`config.mk`:
```
export PLATFORM = sky130hd
export DESIGN_NAME = div_sched_ctrl
export DESIGN_NICKNAME = d
export VERILOG_FILES = /design/src/rtl/div_sched_ctrl.sv
export SDC_FILE = /design/constraint.sdc
export NUM_CORES = 1
export LEC_CHECK = 0
export CELL_PAD_IN_SITES_DETAIL_PLACEMENT = 0
export CELL_PAD_IN_SITES_GLOBAL_PLACEMENT = 2
export CORE_MARGIN = 5
export CORE_UTILIZATION = 32
export CTS_BUF_LIST = sky130_fd_sc_hd__clkbuf_4 sky130_fd_sc_hd__clkbuf_8 sky130_fd_sc_hd__clkbuf_16
export CTS_CLUSTER_DIAMETER = 60
export DETAILED_ROUTE_END_ITERATION = 7
export PLACE_DENSITY_LB_ADDON = 0.12
export SLEW_MARGIN = 20
export SYNTH_ARGS = -nofsm -noshare
export SYNTH_HDL_FRONTEND = slang
export SYNTH_SLANG_ARGS = --single-unit
```
`constraint.sdc`:
```
create_clock -name clk -period 5.2 [get_ports clk]
set_clock_uncertainty 0.15 [all_clocks]
set_input_delay 1.04 -clock clk [delete_from_list [all_inputs] [get_ports clk]]
set_output_delay 1.04 -clock clk [all_outputs]
set_load 0.01 [all_outputs]
```
`src/rtl/div_sched_ctrl.sv`:
```
// div_sched_ctrl: programmable clock divider with a glitch-free ratio scheduler.
//
// The block divides clk by a run-time ratio N (2..2^WIDTH-1). clk_div is high
// for ceil(N/2) cycles and low for the rest, and tick marks the last cycle of
// every period. A new ratio taken while running is held in a pending register
// and only applied at the end of the current period, so no clk_div phase is
// ever shortened or stretched.
//
// Ports:
//   clk        - single clock, rising edge
//   rst_n      - synchronous reset, active HIGH (1 = reset)
//   enable     - run request, sampled in IDLE and at the end of each period
//   cfg_valid  - ratio offer on cfg_ratio
//   cfg_ratio  - requested divide ratio N
//   cfg_ready  - ratio can be accepted this cycle (low while one is pending)
//   clk_div    - divided clock, registered
//   tick       - one-cycle pulse in the last cycle of each period
//   busy       - state is RUN or PEND
//   cfg_err    - one-cycle pulse after an accepted ratio below 2 was rejected
//   cur_ratio  - ratio currently in effect
//   dbg_state  - FSM state (0 IDLE, 1 RUN, 2 PEND) for observation
//
// Handshake: an offer transfers on a rising edge where cfg_valid and
// cfg_ready are both 1; cfg_valid may be held without transfer while
// cfg_ready is 0, and the offer is consumed once it transfers.
module div_sched_ctrl #(
  parameter int WIDTH         = 16,
  parameter int DEFAULT_RATIO = 46
) (
  input  logic             clk,
  input  logic             rst_n,
  input  logic             enable,
  input  logic             cfg_valid,
  input  logic [WIDTH-1:0] cfg_ratio,
  output logic             cfg_ready,
  output logic             clk_div,
  output logic             tick,
  output logic             busy,
  output logic             cfg_err,
  output logic [WIDTH-1:0] cur_ratio,
  output logic [1:0]       dbg_state
);

  typedef enum logic [1:0] {
    IDLE = 2'd0,
    RUN  = 2'd1,
    PEND = 2'd2
  } state_t;

  localparam logic [WIDTH-1:0] DEF_RATIO = WIDTH'(DEFAULT_RATIO);
  localparam logic [WIDTH-1:0] ONE       = WIDTH'(1);
  localparam logic [WIDTH-1:0] TWO       = WIDTH'(2);
  localparam logic [WIDTH:0]   ONE_X     = (WIDTH + 1)'(1);

  state_t           state_q, state_d;
  logic [WIDTH-1:0] count_q, count_d;
  logic [WIDTH-1:0] ratio_q, ratio_d;
  logic [WIDTH-1:0] pend_q, pend_d;
  logic             clk_div_q, clk_div_d;
  logic             tick_q, tick_d;
  logic             busy_q, busy_d;
  logic             cfg_ready_q, cfg_ready_d;
  logic             cfg_err_q, cfg_err_d;

  logic             xfer;
  logic             legal;
  logic             wrap;
  logic             run_d;
  logic [WIDTH:0]   half_d;

  always_comb begin
    state_d = state_q;
    count_d = count_q;
    ratio_d = ratio_q;
    pend_d  = pend_q;

    xfer  = cfg_valid && cfg_ready_q;
    legal = (cfg_ratio >= TWO);
    // ratio_q is always >= 2, so ratio_q - 1 cannot underflow.
    wrap  = (count_q == (ratio_q - ONE));

    unique case (state_q)
      IDLE: begin
        count_d = '0;
        // A ratio offered together with enable is in effect from count 0.
        if (xfer && legal) ratio_d = cfg_ratio;
        if (enable) state_d = RUN;
      end
      RUN: begin
        count_d = wrap ? '0 : (count_q + ONE);
        if (wrap && !enable) begin
          // Stopping: an offer taken in this last cycle goes straight to
          // cur_ratio since there is no following period to defer it to.
          state_d = IDLE;
          if (xfer && legal) ratio_d = cfg_ratio;
        end else if (xfer && legal) begin
          // Even if taken in the wrap cycle, it waits for the next wrap.
          pend_d  = cfg_ratio;
          state_d = PEND;
        end
      end
      PEND: begin
        count_d = wrap ? '0 : (count_q + ONE);
        if (wrap) begin
          ratio_d = pend_q;
          state_d = enable ? RUN : IDLE;
        end
      end
      default: begin
        state_d = IDLE;
        count_d = '0;
      end
    endcase

    // Outputs are registered, so they are derived from the next-cycle values.
    // half is one bit wider so that N = 2^WIDTH-1 does not overflow.
    run_d       = (state_d != IDLE);
    half_d      = ({1'b0, ratio_d} + ONE_X) >> 1;
    clk_div_d   = run_d && ({1'b0, count_d} < half_d);
    tick_d      = run_d && (count_d == (ratio_d - ONE));
    busy_d      = run_d;
    cfg_ready_d = (state_d != PEND);
    cfg_err_d   = xfer && !legal;
  end

  always_ff @(posedge clk) begin
    if (rst_n) begin
      state_q     <= IDLE;
      count_q     <= '0;
      ratio_q     <= DEF_RATIO;
      pend_q      <= '0;
      clk_div_q   <= 1'b0;
      tick_q      <= 1'b0;
      busy_q      <= 1'b0;
      cfg_ready_q <= 1'b1;
      cfg_err_q   <= 1'b0;
    end else begin
      state_q     <= state_d;
      count_q     <= count_d;
      ratio_q     <= ratio_d;
      pend_q      <= pend_d;
      clk_div_q   <= clk_div_d;
      tick_q      <= tick_d;
      busy_q      <= busy_d;
      cfg_ready_q <= cfg_ready_d;
      cfg_err_q   <= cfg_err_d;
    end
  end

  assign cfg_ready = cfg_ready_q;
  assign clk_div   = clk_div_q;
  assign tick      = tick_q;
  assign busy      = busy_q;
  assign cfg_err   = cfg_err_q;
  assign cur_ratio = ratio_q;
  assign dbg_state = state_q;

endmodule

```
-- Yosys cells after proc, flatten, opt, wreduce, memory -nomap -nowiden
Cells that the tools add are included.
- flip-flop bits (word level): 55
- output and inout port bits: 23
- logic and storage cells: 45
- add/subtract/negate cells: 4
- $lt $le $gt $ge: 2
- eq/ne operators: 5
- mux-type cells: 12
- bitwise operators: 1
- reduce and logical (&&, ||, !) cells: 12
- operators with widths (operator ; number):
    $mux 16 ; 5
    $pmux 16 s3 ; 1
    $eq 16x16->1 ; 2
    $sub 16x1->16 const B ; 2
    $add 16x1->17 const B ; 1
    $add 16x1->16 const B ; 1
    $ge 16x2->1 const B ; 1
    $lt 16x16->1 ; 1
    $mux 2 ; 4
    $logic_and 1x1->1 ; 6
    $pmux 2 s3 ; 1
    $reduce_and 3->1 ; 1
    $eq 2x1->1 const B ; 1
    $eq 2x2->1 const B ; 1
    $logic_not 1->1 ; 2
    $logic_not 2->1 ; 1
    $ne 2x2->1 const B ; 1
    $reduce_bool 2->1 ; 1
    $reduce_or 2->1 ; 1
    $mux 1 ; 1
    $not 1->1 ; 1

-- Longest topological paths before layout
- depth after elaboration: 8
- gate-level depth with buffers: 26
- mapped depth without buffers: 25

-- Worst setup path after synthesis
OpenSTA, ideal clock, no wires.
- path kind: reg2reg
- start: register ratio_q[8], in the netlist cur_ratio[8]
- end: register clk_div_q, in the netlist clk_div
- library setup time: 0.060 ns
- data arrival time: 5.196 ns
- data required time: 4.990 ns
- slack: -0.206 ns
- cell stages (with the launch flop): 24
- path through: dfxtp_1 -> buf_2 -> or4_1 -> nor4_1 -> xnor2_1 -> o211ai_1 -> or4_1 -> buf_2 -> nor4_4 -> buf_4 -> a221o_2 -> nand4_1 -> or4_4 -> nor3_2 -> nand2_1 -> xnor2_1 -> ha_1 -> nor2b_1 -> o21ai_0 -> nand2b_1 -> a21oi_1 -> nor2b_1 -> o21ai_0 -> o2111a_1
- word-level cells in the longest chain between the ends: 8
- elaborated cells on any way between the ends: 16
- classes of those cells: add/sub: 2; order compare: 1; eq/ne: 1; mux: 9; reduce/logical: 3
- RTL lines (element ; RTL line ; text):
    from (decl) ; 57 ; logic [WIDTH-1:0] ratio_q, ratio_d;
    from (signal assigned) ; 140 ; ratio_q <= ratio_d;
    $sub 16x1->16 ; 80 ; wrap = (count_q == (ratio_q - ONE));
    $eq 16x16->1 ; 80 ;
    $logic_and 1x1->1 ; 91 ; if (wrap && !enable) begin
    $mux 16 ; 91 ;
    $pmux 16 s3 ; 82 ; unique case (state_q)
    $add 16x1->17 ; 118 ; half_d = ({1'b0, ratio_d} + ONE_X) >> 1;
    $lt 16x16->1 ; 119 ; clk_div_d = run_d && ({1'b0, count_d} < half_d);
    $logic_and 1x1->1 (*) ; 119 ;
    to (signal assigned) ; 142 ; clk_div_q <= clk_div_d;
    to (decl) ; 59 ; logic clk_div_q, clk_div_d;
Mark *: on every way between the ends. The rest lies on a longest branch, timed or not.
A chain may end at the register's enable or synchronous reset.

-- Final worst setup path
- start: register ratio_q[5], in the netlist cur_ratio[5]
- end: register clk_div_q, in the netlist clk_div
The elaborated chain is that of the path after synthesis.

==> out/qor.yml <==
place:
  port_buffers: 42
  place_hpwl_mm: 14.6
  gp_congestion: 0.913
critical_path:
  end_kind: "flop"
  worst-path-buf-inv: 3
  crit_chain: "buf_4 -> nor4_4 -> nand3_2 -> nor4_4 -> o211ai_1 -> or4_1 -> buf_4 -> o31a_1 -> buf_4 -> o211a_1 -> or4_4 -> nor3_4 -> nand2_1 -> xnor2_1 -> ha_1 -> nor2b_1 -> o21ai_0 -> nand2b_1 -> a21oi_1 -> nor2b_1 -> o21ai_1 -> o2111a_1"
  critPathMaxStageDelay_ns: 0.60
  worstPathRequired_ns: 5.30
  critPathKind: "reg -> reg"
  worstSetupStartpointType: "flop"
  slowest_stage: "or4_4"
  crit_fanout: 6
  cpMostUsedCell: "buf_4"
  worstPathArrival_ns: 5.45
  critPathTopFamily: "simple AND/OR/NAND/NOR gates"
synth:
  synthArstFlopShare: 0
  yosysTopAreaCellShare: 0.231
  syn_avg_cell_area_sq_um: 8.20
  synthCells: 582
  syn_nets: 625
  synth_warnings: 0
  synth-seq-area-share: 0.231
  syn_area_sq_mm: 0.00477
  yosysTopAreaCell: "dfxtp_1"
  synth.ff_latch_count: 55
  synth_ff_type: "dfxtp_1"
  synth.area.top_cells: "dfxtp_1 23%, xnor2_1 7.5%, ha_1 6.0%, nor2_1 5.2%, mux2i_1 4.4%"
  synth-edff-count: 0
  yosysUniqueCellTypes: 78
global_routing:
  grt_max_degree: 52
  grt_use_total: 0.204
  grt_antenna_before_repair: 0
  grt.overflow.total: 0
  grt_pass1_vias: 4932
  grt_pass1_wl_mm: 28.3
run_status:
  status: "finished, violations left"
  violations: "setup timing"
power:
  ir_drop_v: 0.000143
  p_total_mw: 1.54
  switching_power_mw: 0.586
  p_seq_frac: 0.303
  swShare: 0.381
  clkPwrFrac: 0.230
  powerDensity_mw_per_mm2: 238
  combPwrFrac: 0.466
  p_leak_nw: 2.74
  p_int_mw: 0.952
floorplanning:
  num_io_pins: 43
  core_region_area_sq_mm: 0.0146
  start_util: 0.327
  die_w_microns: 132
  fp.dieArea_sq_mm: 0.0175
  fp.dieH_microns: 132
  fp-row-count: 44
min_path:
  hp-class: "reg -> reg"
detailed_routing:
  vias: 4920
  viasPerCell: 5.42
  drt-wirelength-per-cell_microns: 19.7
  drt_iter0_drc: 362
  antenna_left: 0
  finalWirelength_mm: 17.9
  drc: 0
  drtPass1Iterations: 7
clocking:
  cts_buffer_depth: 2
  htree_levels: 2
  path_clk_slew_ns: 0.08
  holdBufCountCts: 0
  clock-sinks: 55
  clkLatencyLatePin_ns: 0.30
  cts_buffers: 5
  root_buffer: "clkbuf_16"
  cts_tree: "yes"
timing:
  fin_crit_sh: 1.03
  rsz0062_at_grt: "true"
  timing.hold.ws_ns: 0.351
  period_minus_slack_ns: 5.34
  setup_slack_ns: -0.142
  finalSetupViolations: 1
  fmax_mhz: 187
  slew_violations: 0
  hold_viol: 0
  tns_ns: -0.142
  worst_pin_slew_ns: 0.704
  slew_headroom: 0.528
final_layout:
  nets: 766
  drive_above_1_share: 0.258
  syn2layout_area_growth_pct: 35.1
  utilization: 0.442
  num_antenna_cells: 0
flow_run:
  cap_violations: 0
-- Yosys cell counts, drive strengths merged (8+ instances only) --
master   n
nor2    67
dfxtp   55
xnor2   41
nand2   32
inv     28
nor3    26
nand3   24
nand4   24
ha      23
xor2    23
clkbuf  21
mux2i   21
a21oi   19
nor4    17
o21ai   15
and2    13
a21o    10
buf     10
or2      8
-- through the flow --
| step | setup WS, ns | cell area, sq um | std cells |
|---|---|---|---|
| 5_1_grt | -0.476 | 6450 | 908 |
| 2_1_floorplan | -0.0445 | 4800 | 582 |
| 3_3_place_gp | -0.353 | 6150 | 893 |
| 6_report | -0.142 | 6450 | 908 |
| 4_1_cts | -0.149 | 6360 | 905 |
| 3_5_place_dp | -0.409 | 6150 | 893 |
-- tightest hold or removal path, stage by stage (launching register included) --
cell     delay, ns
dfxtp_1       0.33
mux2i_1       0.07
nor2_1        0.07
-- registers in the layout (all words and copies together), names as in the netlist --
register and count:
cfg_err 1, tick 1, count_q 16, busy 1
cur_ratio 16, clk_div 1, cfg_ready 1, dbg_state 2
pend_q 16
-- per-layer routing --
layer,GRT usage,vias to the layer above,routed length [microns]
li1,-,2403,-
met1,0.292,2379,8650
met2,0.322,115,7980
met3,0.0260,23,811
met4,0.0577,0,449
met5,0,-,0
-- area by class of cell --
class | count | area, sq um
Timing Repair Buffer | 165 | 1350
Tap cell | 184 | 230
Inverter | 28 | 105
Multi-Input combinational cell | 468 | 3520
Sequential cell | 55 | 1100
Fill cell | 1493 | 8140
Clock buffer | 5 | 125
Clock inverter | 3 | 18.8
-- placed cells by master, fill, tap and decap left out, types with 4 or more instances in the layout --
cell and instances:
a211oi_1 4, a21o_1 10, a21oi_1 19, a221o_1 6
a221oi_4 4, a22oi_1 5, a32oi_1 4, and2_1 13
and3_1 4, buf_4 121, clkbuf_16 5, clkdlybuf4s50_1 40
dfxtp_1 55, ha_1 23, inv_1 25, mux2i_1 19
nand2_1 32, nand2b_1 6, nand3_1 22, nand4_1 22
nor2_1 64, nor2b_1 6, nor3_1 21, nor4_1 8
nor4_4 6, o21ai_0 10, o21ai_1 5, o31ai_1 4
or2_2 8, or3_1 6, xnor2_1 40, xor2_1 23
-- cells by family after synthesis --
group | after synthesis | share of synthesized area
simple gates | 249 | 0.292
xor+xnor | 64 | 0.117
mux | 21 | 0.0440
buf+inv | 59 | 0.0553
compound gates | 111 | 0.201
flops | 55 | 0.231
fa+ha+maj | 23 | 0.0603
-- power by group through the flow --
stage	clock (mW)	combinational, mW	sequential [mW]
after floorplan	0	0.386	0.480
after global placement	0	0.692	0.476
after detailed placement	0	0.695	0.476
after CTS	0.364	0.706	0.467
after global routing	0.376	0.776	0.470
final	0.354	0.717	0.467
-- repair_timing --
item                                   CTS  global route
pin swaps                                2            10
endpoints found under the hold margin    0             0
setup buffers                            4             3
setup endpoints to repair                1             2
resized for setup                        5            14
-- worst paths after layout --
check	to	cells past startpoint	slack, ns	from
setup reg to reg	clk_div$_SDFF_PP0_	22	-0.14	cur_ratio[5]$_SDFF_PP1_
hold reg to reg	pend_q[7]$_SDFFE_PP0P_	2	0.35	pend_q[7]$_SDFFE_PP0P_
setup / recovery	clk_div$_SDFF_PP0_	22	-0.14	cur_ratio[5]$_SDFF_PP1_
hold / removal	pend_q[7]$_SDFFE_PP0P_	2	0.35	pend_q[7]$_SDFFE_PP0P_
Note: power is estimated with default switching activity, not from simulation.
